### config.mk
export PLATFORM = sky130hd
export DESIGN_NAME = branch_target_buffer_flat
export DESIGN_NICKNAME = d
export VERILOG_FILES = /design/src/rtl/branch_target_buffer_if.sv /design/src/rtl/branch_target_buffer.sv /design/src/flat_wrapper.sv
export SDC_FILE = /design/constraint.sdc
export NUM_CORES = 2
export LEC_CHECK = 0
export CAP_MARGIN = 30
export CORE_ASPECT_RATIO = 0.7
export CORE_MARGIN = 10
export CORE_UTILIZATION = 40
export CTS_CLUSTER_SIZE = 40
export DETAILED_ROUTE_END_ITERATION = 7
export GPL_TIMING_DRIVEN = 1
export HOLD_SLACK_MARGIN = 0.03
export PLACE_DENSITY = 0.53
export RECOVER_POWER = 25
export SYNTH_ARGS = -nofsm -noshare
export SYNTH_HDL_FRONTEND = slang
export SYNTH_SLANG_ARGS = --single-unit
### constraint.sdc
create_clock -name CLK -period 6.2 [get_ports CLK]
set_input_delay 1.24 -clock CLK [delete_from_list [all_inputs] [get_ports CLK]]
set_output_delay 1.24 -clock CLK [all_outputs]
set_load 0.02 [all_outputs]
### src/rtl/branch_target_buffer_if.sv
// Fetch-side lookup and execute-side update bundle for the branch target buffer.
// master is the pipeline, slave is the buffer.
interface branch_target_buffer_if #(
   parameter int WORD_W = 32,
   parameter int PERF_W = 32
);
   logic [WORD_W-1:0] lookup_pc;
   logic              pred_hit;
   logic              pred_taken;
   logic [WORD_W-1:0] pred_npc;
   logic              update_en;
   logic [WORD_W-1:0] update_pc;
   logic              update_taken;
   logic              update_jump;
   logic [WORD_W-1:0] update_target;
   logic              update_mispredict;
   logic              flush_all;
   logic [PERF_W-1:0] perf_mispredict;

   modport master (
      output lookup_pc,
      output update_en,
      output update_pc,
      output update_taken,
      output update_jump,
      output update_target,
      output update_mispredict,
      output flush_all,
      input  pred_hit,
      input  pred_taken,
      input  pred_npc,
      input  perf_mispredict
   );

   modport slave (
      input  lookup_pc,
      input  update_en,
      input  update_pc,
      input  update_taken,
      input  update_jump,
      input  update_target,
      input  update_mispredict,
      input  flush_all,
      output pred_hit,
      output pred_taken,
      output pred_npc,
      output perf_mispredict
   );
endinterface

### src/rtl/branch_target_buffer.sv
// Direct-mapped branch target buffer with saturating direction counters.
// Zero-latency lookup for IF, registered resolution update from EX.
module branch_target_buffer #(
   parameter int ENTRIES = 16,
   parameter int WORD_W  = 32,
   parameter int CNT_W   = 2,
   parameter int PERF_W  = 32
) (
   input logic                  CLK,
   input logic                  nRST,
   branch_target_buffer_if.slave bus
);
   localparam int IDX_W = $clog2(ENTRIES);
   localparam int TAG_W = WORD_W - IDX_W - 2;

   localparam logic [CNT_W-1:0] CNT_MAX  = {CNT_W{1'b1}};
   localparam logic [CNT_W-1:0] CNT_WEAK = CNT_W'(1) << (CNT_W - 1);

   typedef logic [IDX_W-1:0]  idx_t;
   typedef logic [TAG_W-1:0]  tag_t;
   typedef logic [WORD_W-1:0] word_t;
   typedef logic [CNT_W-1:0]  cnt_t;

   logic  valid  [ENTRIES];
   tag_t  tags   [ENTRIES];
   word_t target [ENTRIES];
   cnt_t  cnt    [ENTRIES];

   logic [PERF_W-1:0] perf;

   idx_t l_idx;
   tag_t l_tag;
   idx_t u_idx;
   tag_t u_tag;

   logic u_hit;
   logic u_take;
   cnt_t u_cnt;

   logic unused_low;

   assign l_idx = bus.lookup_pc[IDX_W+1:2];
   assign l_tag = bus.lookup_pc[WORD_W-1:IDX_W+2];
   assign u_idx = bus.update_pc[IDX_W+1:2];
   assign u_tag = bus.update_pc[WORD_W-1:IDX_W+2];

   assign unused_low = ^bus.update_pc[1:0];

   // Lookup sees pre-update contents; no bypass from the EX write.
   always_comb begin
      bus.pred_hit   = valid[l_idx] && (tags[l_idx] == l_tag);
      bus.pred_taken = bus.pred_hit && cnt[l_idx][CNT_W-1];
      bus.pred_npc   = bus.pred_taken ? target[l_idx]
                                      : bus.lookup_pc + WORD_W'(4);
   end

   assign bus.perf_mispredict = perf;

   always_comb begin
      u_hit  = valid[u_idx] && (tags[u_idx] == u_tag);
      u_take = bus.update_taken || bus.update_jump;
      u_cnt  = cnt[u_idx];
      if (bus.update_jump) begin
         u_cnt = CNT_MAX;
      end else if (bus.update_taken) begin
         if (cnt[u_idx] != CNT_MAX) u_cnt = cnt[u_idx] + 1'b1;
      end else begin
         if (cnt[u_idx] != '0) u_cnt = cnt[u_idx] - 1'b1;
      end
   end

   always_ff @(posedge CLK or negedge nRST) begin
      if (!nRST) begin
         for (int i = 0; i < ENTRIES; i++) begin
            valid[i]  <= 1'b0;
            tags[i]   <= '0;
            target[i] <= '0;
            cnt[i]    <= '0;
         end
      end else if (bus.flush_all) begin
         for (int i = 0; i < ENTRIES; i++) begin
            valid[i] <= 1'b0;
            cnt[i]   <= '0;
         end
      end else if (bus.update_en) begin
         if (u_hit) begin
            cnt[u_idx] <= u_cnt;
            if (u_take) target[u_idx] <= bus.update_target;
         end else if (u_take) begin
            valid[u_idx]  <= 1'b1;
            tags[u_idx]   <= u_tag;
            target[u_idx] <= bus.update_target;
            cnt[u_idx]    <= bus.update_jump ? CNT_MAX : CNT_WEAK;
         end
      end
   end

   // A flushed update is dropped entirely, so it is not counted either.
   always_ff @(posedge CLK or negedge nRST) begin
      if (!nRST) begin
         perf <= '0;
      end else if (bus.update_en && bus.update_mispredict
                   && !bus.flush_all) begin
         perf <= perf + 1'b1;
      end
   end
endmodule

### src/flat_wrapper.sv
// flat-port wrapper written by rule: the top's interface ports become plain ports
module branch_target_buffer_flat 
#(
   parameter int ENTRIES = 16,
   parameter int WORD_W  = 32,
   parameter int CNT_W   = 2,
   parameter int PERF_W  = 32
)
  (CLK, nRST, bus_lookup_pc, bus_update_en, bus_update_pc, bus_update_taken, bus_update_jump, bus_update_target, bus_update_mispredict, bus_flush_all, bus_pred_hit, bus_pred_taken, bus_pred_npc, bus_perf_mispredict);
  branch_target_buffer_if #(.WORD_W(WORD_W), .PERF_W(PERF_W)) bus_i ();
  input logic CLK;
  input logic nRST;
  input wire logic [$bits(bus_i.lookup_pc)-1:0] bus_lookup_pc;
  input wire logic [$bits(bus_i.update_en)-1:0] bus_update_en;
  input wire logic [$bits(bus_i.update_pc)-1:0] bus_update_pc;
  input wire logic [$bits(bus_i.update_taken)-1:0] bus_update_taken;
  input wire logic [$bits(bus_i.update_jump)-1:0] bus_update_jump;
  input wire logic [$bits(bus_i.update_target)-1:0] bus_update_target;
  input wire logic [$bits(bus_i.update_mispredict)-1:0] bus_update_mispredict;
  input wire logic [$bits(bus_i.flush_all)-1:0] bus_flush_all;
  output wire logic [$bits(bus_i.pred_hit)-1:0] bus_pred_hit;
  output wire logic [$bits(bus_i.pred_taken)-1:0] bus_pred_taken;
  output wire logic [$bits(bus_i.pred_npc)-1:0] bus_pred_npc;
  output wire logic [$bits(bus_i.perf_mispredict)-1:0] bus_perf_mispredict;
  assign bus_i.lookup_pc = bus_lookup_pc;
  assign bus_i.update_en = bus_update_en;
  assign bus_i.update_pc = bus_update_pc;
  assign bus_i.update_taken = bus_update_taken;
  assign bus_i.update_jump = bus_update_jump;
  assign bus_i.update_target = bus_update_target;
  assign bus_i.update_mispredict = bus_update_mispredict;
  assign bus_i.flush_all = bus_flush_all;
  assign bus_pred_hit = bus_i.pred_hit;
  assign bus_pred_taken = bus_i.pred_taken;
  assign bus_pred_npc = bus_i.pred_npc;
  assign bus_perf_mispredict = bus_i.perf_mispredict;
  branch_target_buffer #(.ENTRIES(ENTRIES), .WORD_W(WORD_W), .CNT_W(CNT_W), .PERF_W(PERF_W)) u_core (.CLK(CLK), .nRST(nRST), .bus(bus_i));
endmodule
======== Word level (Yosys, flattened, before mapping) ========
Index checks and enable logic that the tools add are counted.
operators by class
  add/sub/neg operators ................... 4
  magnitude comparators ................... 3
  equality and inequality tests ........... 4
  muxes and demuxes ....................... 47
  bitwise logic cells ..................... 5
  reductions and logical operators ........ 16
operator list
  cell                                                       count
  bitwise mux 512 bit                                        1
  bitwise mux 416 bit                                        1
  2-to-1 mux 32 bit                                          8
  binary-select mux 26 bit (select 4 bit)                    2
  2-to-1 mux 26 bit                                          5
  binary-select mux 32 bit (select 4 bit)                    1
  demux 32 bit (select 4 bit)                                1
  demux 26 bit (select 4 bit)                                1
  bitwise mux 32 bit                                         2
  2-to-1 mux 16 bit                                          4
  == test 26 bit                                             2
  adder 32 x 1 -> 32 bit (second input constant)             1
  adder 32 x 3 -> 32 bit (second input constant)             1
  2-to-1 mux 2 bit                                           9
  binary-select mux 2 bit (select 4 bit)                     2
  OR 16 bit                                                  1
  greater-or-equal comparator 5 bit (second input constant)  2
  NOT 4 -> 5 bit                                             2
  binary-select mux 1 bit (select 4 bit)                     2
  demux 2 bit (select 4 bit)                                 1
  logical AND 1 bit                                          6
  2-to-1 mux 1 bit                                           6
  AND reduction 3 bit                                        2
  nonzero test 2 bit                                         3
  other kinds (11)                                           13
storage, ports and cells
  bits in registers ....................... 1008
  bits of input ports ..................... 103
  output and inout bits ................... 66
  logic and storage cells ................. 144

======== Longest topological paths before layout ========
  depth in word-level cells ............... 12
  depth in mapped cells ................... 17
  mapped depth without buffers ............ 10

======== Worst setup path before layout ========
No wires, ideal clock.
  path type ............................... input -> output
  from .................................... input bus_lookup_pc[2]
  to ...................................... output bus_pred_npc[2]
  data arrival time ....................... 4444 ps
  data required time ...................... 4960 ps
  setup slack ............................. 516 ps
  stages .................................. 12
  path buffers ............................ 4
  cell sequence ........................... buf_2 > buf_1 > mux4_2 > mux2i_1 > mux2i_1 > xnor2_1 > nand4_1 > nor4_1 > and3_1 > buf_2 > buf_1 > o21ai_0
on the way
  cells in the longest elaborated chain, start to end .. 8
  elaborated cells between the ends (all ways) .. 18
  classes of those cells .................. add/sub (1); eq/ne (1); mux (13); bitwise (1); reduce/logical (2)
ends and longest elaborated chain
  element                                                RTL line                                                RTL
  start: declaration                                     flat_wrapper.sv:13                                      input wire logic [$bits(bus_i.lookup_pc)-1:0] bus_lookup_pc;
  NOT 4 -> 5 bit (implied by the code) *                 branch_target_buffer.sv:51, branch_target_buffer.sv:52
  binary-select mux 26 bit (select 4 bit)                branch_target_buffer.sv:51                              bus.pred_hit = valid[l_idx] && (tags[l_idx] == l_tag);
  2-to-1 mux 26 bit (implied by the code) (2 in series)  branch_target_buffer.sv:51
  == test 26 bit                                         branch_target_buffer.sv:51
  logical AND 1 bit                                      branch_target_buffer.sv:51
  logical AND 1 bit *                                    branch_target_buffer.sv:52                              bus.pred_taken = bus.pred_hit && cnt[l_idx][CNT_W-1];
  net bus_pred_taken                                     flat_wrapper.sv:22                                      output wire logic [$bits(bus_i.pred_taken)-1:0] bus_pred_taken;
  2-to-1 mux 32 bit *                                    branch_target_buffer.sv:53                              bus.pred_npc = bus.pred_taken ? target[l_idx]
  end: declaration                                       flat_wrapper.sv:23                                      output wire logic [$bits(bus_i.pred_npc)-1:0] bus_pred_npc;
The timed path passes the listed nets; every way through them passes the cells marked *. The select of a mux whose other input is x is not followed.

======== Final worst setup path ========
  from .................................... input bus_lookup_pc[2]
  to ...................................... output bus_pred_npc[2]
on the way
  cells in the longest elaborated chain, start to end .. 8
  elaborated cells between the ends (all ways) .. 18
  classes of those cells .................. add/sub (1); eq/ne (1); mux (13); bitwise (1); reduce/logical (2)
ends and longest elaborated chain
  element                                                RTL line
  NOT 4 -> 5 bit (implied by the code)                   branch_target_buffer.sv:51, branch_target_buffer.sv:52, branch_target_buffer.sv:53
  binary-select mux 26 bit (select 4 bit)                branch_target_buffer.sv:51
  2-to-1 mux 26 bit (implied by the code) (2 in series)  branch_target_buffer.sv:51
  == test 26 bit                                         branch_target_buffer.sv:51
  logical AND 1 bit                                      branch_target_buffer.sv:51
  logical AND 1 bit                                      branch_target_buffer.sv:52
  2-to-1 mux 32 bit *                                    branch_target_buffer.sv:53
Mark *: on every way between the ends. The rest lies on a longest branch, timed or not. The select of a mux whose other input is x is not followed.

==> metrics.yaml <==
timing_worst_slew_pin_value_ps: 2870
maximum_vdd_drop_mv: 0.201
synth.cell_area_um2: 51400
timing.max_slew.rel_slack_pct: -91.5
clk_latency_ps: 720
power.clock.fraction_pct: 37.2
detailedRoute.firstIterationViolations: 2838
worstSetupEndpointType: "output pin"
power.combinational.fraction_pct: 17.9
die_width_um: 448
worst-path-max-fanout: 28
dpl_cell_area_um2: 56100
cp.arrival_ps: 4770
number_of_placement_rows: 109
setup_repair_after_global_routing_missed_its_margin: "false"
preCtsSetupSlack_ps: -462
effective_utilization_at_floorplan_pct: 40.5
critical_path_class: "in2out"
nNetsFinal: 3741
timing_hold_violations_final: 0
hpwl_mm: 106
netlist_top_cells_area: "sky130_fd_sc_hd__dfrtp_1, sky130_fd_sc_hd__mux2_2, sky130_fd_sc_hd__mux4_2"
wl_per_cell_um: 29.8
antenna_violations_before_repair: 12
yosysSeqAreaShare_pct: 49.1
failed_checks: "capacitance limit, slew limit"
final_cell_area_um2: 59900
cts_made_buffers: 104
drive_above_1_share_pct: 42.8
postSynthRegisterBits: 1008
detail_route.wirelength_mm: 161
max_freq_mhz: 166
route.detailed.drc: 0
core_area_um2: 127000
final_min_period_over_clock_period_pct: 97.0
number_of_vias_per_cell_after_detailed_routing: 5.99
drt_pass1_iterations: 5
cts_num_sinks: 1008
p_sw_mw: 4.87
synthDominantAreaCellType: "sky130_fd_sc_hd__dfrtp_1"
first_pass_grt_wire_length_mm: 237
tritoncts: "done"
postCtsSetupBuffers: 0
syn_avg_cell_area_um2: 14.8
track_usage_pct: 22.1
numPlacedInstances: 5195
postSynthNetCount: 3569
grt_remaining_overflow: 0
power_density_over_the_cells_nw_per_um2: 310
synth_common_cells: "sky130_fd_sc_hd__dfrtp_1, sky130_fd_sc_hd__mux2_2, sky130_fd_sc_hd__mux4_2"
internal_power_mw: 13.7
routed-via-count: 32300
detail-route-antenna-nets: 0
gp_congestion: 0.819
slew_violations: 582
synth-edff-count: 0
required_ps: 4960
hold_ws_ps: 478
post-route-util_pct: 47.3
port_buffers: 166
die_height_um: 320
clock_tree.htree_level_count: 3
clock-skew-final_ps: 30.1
setup.worst_path.start_class: "input port"
p_sw_share_pct: 26.2
first_global_vias: 34100
worstHoldPathCells: 1
path_clk_slew_ps: 60
fillers: 10800
ctsHoldBuffers: 0
power_leakage_nw: 26.2
post-synth-top-area-fraction_pct: 49.1
ff2ff_path_depth: 12
synth.lib_cells_used.distinct: 67
area_growth_pct: 16.7
setup_viol_count_final: 0
die_area_um2: 143000
synth.yosys.warnings: 0
outcome: "complete, but fails checks"
final_critical_path_setup_slack_ps: 187
total_power_mw: 18.6
cts_root_buf: "sky130_fd_sc_hd__clkbuf_16"
io_pins: 169
cap_violations: 5
grt_max_degree: 154
clk_path_buf_depth: 3
holdCritPathClass: "reg2reg"
synth_async_sr_flop_share_pct: 100
pwr-share-seq_pct: 44.9
post-synth-top-count-cell: "sky130_fd_sc_hd__dfrtp_1"
syn-instance-count: 3464
postSynth.topFlopCell: "sky130_fd_sc_hd__dfrtp_1"
finalWorstPathRequiredPeriod_ps: 6010
instances_no_fill: 5386
totalNegativeSetupSlack_ps: 0
[layer usage]
layer	vias up	track usage [%]	routed length [um]
li1	13400	-	-
met1	17600	31.4	72100
met2	1013	35.2	75600
met3	245	3.84	8830
met4	2	5.57	4040
met5	-	0	10
[cell usage in the layout (no fill, tap or decap), types with 21 or more instances in the layout]
master / instances
sky130_fd_sc_hd__buf_4: 161
sky130_fd_sc_hd__clkbuf_8: 27
sky130_fd_sc_hd__nor2_1: 41
sky130_fd_sc_hd__dfrtp_1: 1008
sky130_fd_sc_hd__mux2_2: 773
sky130_fd_sc_hd__nand4_1: 28
sky130_fd_sc_hd__nand3_1: 42
sky130_fd_sc_hd__dlymetal6s2s_1: 21
sky130_fd_sc_hd__mux2i_1: 154
sky130_fd_sc_hd__xor2_1: 33
sky130_fd_sc_hd__mux4_2: 366
sky130_fd_sc_hd__a21oi_1: 23
sky130_fd_sc_hd__clkbuf_16: 105
sky130_fd_sc_hd__xnor2_1: 75
sky130_fd_sc_hd__a22oi_1: 22
sky130_fd_sc_hd__mux2_1: 171
sky130_fd_sc_hd__buf_12: 51
sky130_fd_sc_hd__nand2_1: 130
sky130_fd_sc_hd__clkdlybuf4s50_1: 123
sky130_fd_sc_hd__o21ai_0: 40
[worst max-delay path, cell delays in order]
cell and delay, ps:
sky130_fd_sc_hd__buf_8 120, sky130_fd_sc_hd__buf_16 210, sky130_fd_sc_hd__buf_16 210, sky130_fd_sc_hd__mux4_2 520, sky130_fd_sc_hd__mux2i_1 140, sky130_fd_sc_hd__mux2i_1 210
sky130_fd_sc_hd__xnor2_1 220, sky130_fd_sc_hd__nand4_1 180, sky130_fd_sc_hd__nor4_4 420, sky130_fd_sc_hd__buf_4 180, sky130_fd_sc_hd__and3_2 190, sky130_fd_sc_hd__buf_12 180
sky130_fd_sc_hd__buf_4 140, sky130_fd_sc_hd__nand2_1 50, sky130_fd_sc_hd__o21ai_0 110, sky130_fd_sc_hd__dlygate4sd2_1 380
[power by group through the flow]
stage | registers [mW] | logic (mW) | clock network (mW)
final | 8.34 | 3.32 | 6.91
after detailed placement | 8.43 | 3.33 | 0
after global placement | 8.32 | 3.22 | 0
after CTS | 8.32 | 3.34 | 7.07
after floorplan | 8.20 | 2.32 | 0
after global routing | 8.46 | 3.56 | 7.34
[registers in the layout, summed over array words and instances (netlist names)]
register and flops:
u_core.cnt 32, u_core.target 512, u_core.tags 416, u_core.bus.perf_mispredict 32, u_core.valid 16
[layout make-up]
| class | instances | area (um2) | share of cell area, % |
|---|---|---|---|
| Sequential cell | 1008 | 25200 | 42.1 |
| Multi-Input combinational cell | 2124 | 24800 | 41.3 |
| Timing Repair Buffer | 385 | 4030 | 6.73 |
| Clock buffer | 147 | 3050 | 5.08 |
| Tap cell | 1665 | 2080 | 3.48 |
| Clock inverter | 43 | 726 | 1.21 |
| Inverter | 13 | 48.8 | 0.0814 |
| Antenna cell | 1 | 2.50 | 0.00418 |
[logic make-up after synthesis]
kind of cell,after synthesis,synth area share [%]
flops,1008,49.1
buf+inv,332,3.03
mux,1467,39.8
xor+xnor,108,1.84
fa+ha+maj,2,0.0487
compound gates,201,2.80
simple gates,346,3.39
[final timing paths]
path / start / end / slack, ps
max: bus_lookup_pc[2] / bus_pred_npc[2] / 190
min: u_core.bus.perf_mispredict[31] / u_core.bus.perf_mispredict[31] / 480
min reg2reg: u_core.bus.perf_mispredict[31] / u_core.bus.perf_mispredict[31] / 480
max reg2reg: u_core.tags[52] / u_core.tags[357] / 2070
max in group asynchronous: nRST / u_core.tags[143] / 1020
min in group asynchronous: nRST / u_core.target[328] / 1420
[timing repair]
action | CTS | global route
pin swaps | 0 | 3
resized for setup | 13 | 26
endpoints found under the setup margin | 31 | 28
No activity file was read; power rests on OpenSTA's default activity.
